## src/rtl/vit_pkg.sv

```systemverilog
// Shared trellis definitions for the 8-state K=4 rate-1/2 Viterbi decoder.
// Generators, state/branch-metric types and the branch codeword helper.
package vit_pkg;

  localparam int NUM_STATES = 8;
  localparam logic [3:0] G1 = 4'b1111;
  localparam logic [3:0] G0 = 4'b1101;

  typedef logic [2:0] state_t;
  typedef logic [1:0] bm_t;

  function automatic logic [1:0] branch_label(state_t s, logic u);
    logic [3:0] r;
    r = {u, s};
    return {^(r & G1), ^(r & G0)};
  endfunction

endpackage

```

## src/rtl/acs_unit.sv

```systemverilog
// One add-compare-select butterfly half: two candidate metrics, pick the
// smaller, ties resolve to predecessor p0. Purely combinational.
module acs_unit
  import vit_pkg::*;
#(
  parameter int PM_W = 8
) (
  input  logic [PM_W-1:0] pm0_i,
  input  logic [PM_W-1:0] pm1_i,
  input  bm_t             bm0_i,
  input  bm_t             bm1_i,
  output logic [PM_W:0]   pm_o,
  output logic            dec_o
);

  logic [PM_W:0] cand0;
  logic [PM_W:0] cand1;

  assign cand0 = {1'b0, pm0_i} + (PM_W+1)'(bm0_i);
  assign cand1 = {1'b0, pm1_i} + (PM_W+1)'(bm1_i);
  assign dec_o = cand1 < cand0;
  assign pm_o  = dec_o ? cand1 : cand0;

endmodule

```

## src/rtl/acs_pm8.sv

```systemverilog
// ACS and path-metric stage of the 8-state Viterbi decoder.
// VIT_BEST_STATE_EN adds a registered argmin of the new metrics.
module acs_pm8
  import vit_pkg::*;
#(
  parameter int PM_W    = 8,
  parameter int INIT_PM = 16,
  parameter int DEPTH   = 64,
  localparam int IW     = $clog2(DEPTH)
) (
  input  logic                 clk,
  input  logic                 rst_n,
  input  logic                 start,
  input  logic                 in_valid,
  input  logic [1:0]           bm00,
  input  logic [1:0]           bm01,
  input  logic [1:0]           bm10,
  input  logic [1:0]           bm11,
  output logic                 dec_valid,
  output logic [7:0]           dec,
  output logic [IW-1:0]        sym_idx,
  output logic [8*PM_W-1:0]    pm,
  output logic [2:0]           best_state
);

  localparam logic [PM_W:0] HALF = (PM_W+1)'(1) << (PM_W-1);

  function automatic logic [PM_W-1:0] init_val(int n);
    return (n == 0) ? '0 : PM_W'(INIT_PM);
  endfunction

  logic [PM_W-1:0] pm_q [NUM_STATES];
  logic [PM_W-1:0] base [NUM_STATES];
  logic [PM_W:0]   acs  [NUM_STATES];
  logic [PM_W:0]   nrm  [NUM_STATES];
  logic [7:0]      dec_d, dec_q;
  logic [7:0]      hi_w, ovf_w;
  logic            dv_q;
  logic [IW-1:0]   nxt_q, idx_q, base_idx;
  bm_t  [3:0]      bmv;

  assign bmv      = {bm11, bm10, bm01, bm00};
  assign base_idx = start ? '0 : nxt_q;

  for (genvar n = 0; n < NUM_STATES; n++) begin : g_acs
    localparam state_t     P0 = state_t'(2 * (n % 4));
    localparam state_t     P1 = state_t'(2 * (n % 4) + 1);
    localparam logic       U  = 1'(n / 4);
    localparam logic [1:0] L0 = branch_label(P0, U);
    localparam logic [1:0] L1 = branch_label(P1, U);

    // start reseeds the trellis so a same-cycle symbol sees the initial metrics
    assign base[n] = start ? init_val(n) : pm_q[n];

    acs_unit #(.PM_W(PM_W)) u_acs (
      .pm0_i (base[P0]),
      .pm1_i (base[P1]),
      .bm0_i (bmv[L0]),
      .bm1_i (bmv[L1]),
      .pm_o  (acs[n]),
      .dec_o (dec_d[n])
    );

    assign hi_w[n]  = acs[n] >= HALF;
    assign nrm[n]   = acs[n] - (&hi_w ? HALF : '0);
    assign ovf_w[n] = nrm[n][PM_W];
    assign pm[n*PM_W +: PM_W] = pm_q[n];
  end

  always_ff @(posedge clk or negedge rst_n) begin
    if (!rst_n) begin
      for (int n = 0; n < NUM_STATES; n++) pm_q[n] <= init_val(n);
      dec_q <= '0;
      dv_q  <= 1'b0;
      nxt_q <= '0;
      idx_q <= '0;
    end else begin
      dv_q <= in_valid;
      if (in_valid) begin
        for (int n = 0; n < NUM_STATES; n++) pm_q[n] <= nrm[n][PM_W-1:0];
        dec_q <= dec_d;
        idx_q <= base_idx;
        nxt_q <= base_idx + IW'(1);
      end else if (start) begin
        for (int n = 0; n < NUM_STATES; n++) pm_q[n] <= init_val(n);
        idx_q <= '0;
        nxt_q <= '0;
      end
    end
  end

  assign dec       = dec_q;
  assign dec_valid = dv_q;
  assign sym_idx   = idx_q;

  a_no_ovf: assert property (
    @(posedge clk) disable iff (!rst_n) in_valid |-> ovf_w == '0
  );

`ifdef VIT_BEST_STATE_EN
  logic [2:0]    best_d, best_q;
  logic [PM_W:0] bmin;

  always_comb begin
    best_d = '0;
    bmin   = nrm[0];
    for (int n = 1; n < NUM_STATES; n++) begin
      if (nrm[n] < bmin) begin
        bmin   = nrm[n];
        best_d = 3'(n);
      end
    end
  end

  always_ff @(posedge clk or negedge rst_n) begin
    if (!rst_n) best_q <= '0;
    else if (in_valid) best_q <= best_d;
  end

  assign best_state = best_q;
`else
  assign best_state = '0;
`endif

endmodule

```

## config.mk

```make
export PLATFORM = sky130hd
export DESIGN_NAME = acs_pm8
export DESIGN_NICKNAME = d
export VERILOG_FILES = /design/src/rtl/vit_pkg.sv /design/src/rtl/acs_unit.sv /design/src/rtl/acs_pm8.sv
export SDC_FILE = /design/constraint.sdc
export NUM_CORES = 1
export LEC_CHECK = 0
export BUFFER_PORTS_ARGS = -buffer_cell sky130_fd_sc_hd__buf_2
export CAP_MARGIN = 20
export CELL_PAD_IN_SITES_DETAIL_PLACEMENT = 0
export CELL_PAD_IN_SITES_GLOBAL_PLACEMENT = 1
export CORE_MARGIN = 2
export CORE_UTILIZATION = 28
export CTS_CLUSTER_SIZE = 16
export DETAILED_ROUTE_END_ITERATION = 7
export PLACE_DENSITY = 0.64
export SLEW_MARGIN = 20
export SYNTH_ARGS = -nofsm -noshare
export SYNTH_HDL_FRONTEND = slang
export SYNTH_HIERARCHICAL = 1
export SYNTH_SLANG_ARGS = --single-unit
```

## constraint.sdc

```tcl
create_clock -name clk -period 4 [get_ports clk]
set_input_delay 0.8 -clock clk [delete_from_list [all_inputs] [get_ports clk]]
set_output_delay 0.8 -clock clk [all_outputs]
set_load 0.01 [all_outputs]
```

==> results.yml <==
synthesis:
  synth_cells: 960
  synth_top_area_share_pct: 22.0
  ys_warn_count: 6
  synth_ff_type: "dfrtp_1"
  syn_area_mm2: 0.00888
  ys_types: 43
  synth_edf_count: 0
  syn_area_per_cell_um2: 9.25
  ys_ff_latch: 85
  ys_top_cells_by_area: "dfrtp_1 22%, ha_1 14%, mux2i_1 7.7%"
  synth_seq_area_share_pct: 24.0
  synth_top_cell_by_area: "dfrtp_1"
  async_reset_ff_share_pct: 100
sta:
  finClkSkew_ps: 10.2
  fin_crit_sh_pct: 101
  fin_ws_ps: -24.8
  rsz0062_at_grt: "yes"
  finalSetupTns_ps: -24.8
  fin_crit_ps: 4020
  hold_violations: 0
  slew_viol_final: 0
  max_slew_margin_pct: 50.2
  setup_viol: 1
  hold_slack_ps: 456
  worst_pin_slew_ps: 747
  max_freq_mhz: 248
drt:
  drc: 0
  vias: 7761
  wl_met2_um: 12900
  wl_met3_um: 725
  wl_per_cell_um: 16.0
  first_pass_iters: 6
  ant_nets: 0
  wl_um: 27200
  m1WireLength_um: 13100
  drtIter0Drc: 258
  avgViaCountPerCell: 4.55
  topRoutingLayerUsed: "met4"
pwr:
  ir_worst_vdd_v: 0.000204
  finalPower_mw: 4.80
  power.density_mw_per_mm2: 372
  leakagePower_nw: 6.45
clocking:
  cts_tree: "built"
  htreeDepth: 3
  cts-buffers-inserted: 9
  clk_latency_ps: 380
  hold_buffers: 0
  clockBufferDepth: 2
  clockRootBuffer: "clkbuf_16"
  cts.sinks: 85
  path_clk_slew_ps: 70
critical_path:
  crit_type: "in -> reg"
  reg2reg_slack_ps: 80
  crit_top_cell: "ha_1"
  cp.arrival_ps: 4320
  worstSetupStartpoint: "start"
  cp.required_ps: 4300
  r2r-start: "pm[40]"
  cp_slowest_cell: "or4_4"
  path_cells: "buf_16 > buf_12 > nor2b_4 > ha_1 > inv_1 > fa_2 > nor2_1 > xnor2_2 > ha_1 > a21o_1 > a31oi_2 > o21ai_1 > buf_4 > mux2i_4 > o22ai_4 > or4_4 > o221ai_2"
  setup.worst_path.start_class: "primary input"
  crit_fanout: 8
  critPathCaptureType: "register"
  slowest_delay_ps: 620
placed_design:
  placed_area_mm2: 0.0120
  place_congestion: 0.837
  hpwl_um: 21500
  numPortBuffers: 90
global_routing:
  antenna_found_initial: 0
  grt_pass1_wl_um: 42700
  grt_start_max_net_pins: 74
  track_usage_pct: 16.7
  overflow: 0
  grt_pass1_vias: 7827
final_layout:
  fill_cells: 3196
  drive_above_1_share_pct: 46.8
  num_antenna_cells: 0
  regArea_mm2: 0.00214
  nNetsFinal: 1423
  stdcell_area_mm2: 0.0129
  multiInputGateArea_mm2: 0.00704
  area_delta_synth_final_pct: 45.2
floorplan:
  rows: 65
  dieWidth_um: 182
  core_mm2: 0.0314
  start_util_pct: 28.3
  die_area_mm2: 0.0332
  io_pins: 94
  dieHeight_um: 182
status:
  status: "complete, but fails checks"
  violations: "setup timing"
hold_path:
  hold_path.class: "in -> async"
run:
  maxCapViolCount: 0
-- metal layers --
metal	up-vias	track usage, %
met4	0	4.45
met3	28	2.87
met5	-	0
li1	3946	-
met1	3696	22.5
met2	91	27.6
-- path summary, 6_finish.rpt --
kind                              end  depth (start not counted)
max in group asynchronous      pm[44]                          2
setup reg to reg               pm[23]                         17
hold reg to reg            sym_idx[0]                          1
hold / removal                 dec[5]                          1
min in group clk           sym_idx[0]                          1
setup / recovery               pm[23]                         17
-- state kept, by name (all words and copies together) (netlist names) --
signal,count
sym_idx,6
nxt_q,6
dec_valid,1
pm,64
dec,8
-- cells by family (layout without fill, tap and decap cells) --
logic type / after synthesis / count (layout) / synth area share (%)
muxes: 141 / 141 / 17.3
adders and majority gates: 114 / 114 / 17.4
AOI/OAI and AO/OA: 96 / 96 / 8.23
other: 1 / 3 / 0.0422
and+or+nand+nor: 288 / 288 / 16.4
buffers and inverters: 136 / 476 / 6.82
xor gates and xnor gates: 99 / 99 / 9.76
DFF: 85 / 85 / 24.0
-- what timing repair did --
action                                  4_1_cts  5_1_grt
buffers inserted                              8        8
gates resized for setup                      50       48
endpoints found under the setup margin        8        8
gates cloned                                  0        1
pin swaps                                    18       19
-- cell usage after synthesis (2+ instances only) --
library cell / number
a211oi_1: 8
nand2b_1: 19
buf_2: 13
o21ai_1: 16
o221ai_2: 8
o41ai_1: 8
a21o_1: 24
clkbuf_1: 6
inv_2: 6
nor2b_1: 59
mux2i_1: 68
nand3_1: 34
and3_1: 2
a21oi_2: 8
o22ai_1: 2
and2_1: 7
xor2_1: 49
nand4_1: 29
buf_4: 3
xnor2_1: 50
a31oi_1: 8
or2_1: 7
mux2_4: 8
o22ai_2: 2
nor2_1: 59
ha_1: 98
buf_6: 9
dfrtp_1: 78
mux2_2: 60
mux2_1: 5
and4_1: 2
nand2_1: 66
inv_1: 99
a21oi_1: 10
dfstp_2: 7
fa_1: 16
-- report_power, final --
group / internal [mW] / switching (mW)
registers: 1.01 / 0.0907
logic: 1.45 / 1.40
clock network: 0.427 / 0.416
total: 2.89 / 1.91
-- area by class of cell --
class	count	share of cell area [%]
Clock inverter	6	0.378
Inverter	105	3.06
Sequential cell	85	16.6
Multi-Input combinational cell	741	54.6
Timing Repair Buffer	355	19.8
Tap cell	402	3.90
Clock buffer	10	1.77
-- layout by cell type, fill, tap and decap left out, types with 13 or more instances in the layout --
cell / n
a21o_1: 24
buf_2: 87
buf_4: 258
dfrtp_1: 78
fa_2: 15
ha_1: 91
inv_1: 96
mux2_2: 60
mux2i_1: 52
mux2i_4: 16
nand2_1: 66
nand2b_1: 19
nand3_1: 21
nand4_1: 29
nor2_1: 46
nor2b_1: 40
xnor2_1: 37
xnor2_2: 13
xor2_1: 42
-- stage by stage --
| step | cells | utilization, % | setup slack (ps) |
|---|---|---|---|
| after CTS | 1695 | 40.0 | -1.70 |
| after floorplan | 962 | - | -109 |
| after global placement | 1671 | 38.2 | -572 |
| final | 1704 | 41.1 | -24.8 |
| after global routing | 1704 | 41.1 | -147 |
| after detailed placement | 1671 | 38.2 | -653 |
-- worst max-delay path, delay by kind of cell --
family / cells / cell delay [ps]
xor gates and xnor gates: 1 / 150
and+or+nand+nor: 3 / 950
adders and majority gates: 3 / 850
buffers and inverters: 4 / 500
AOI/OAI and AO/OA: 5 / 780
muxes: 1 / 260
No activity file was read; power rests on OpenSTA's default activity.
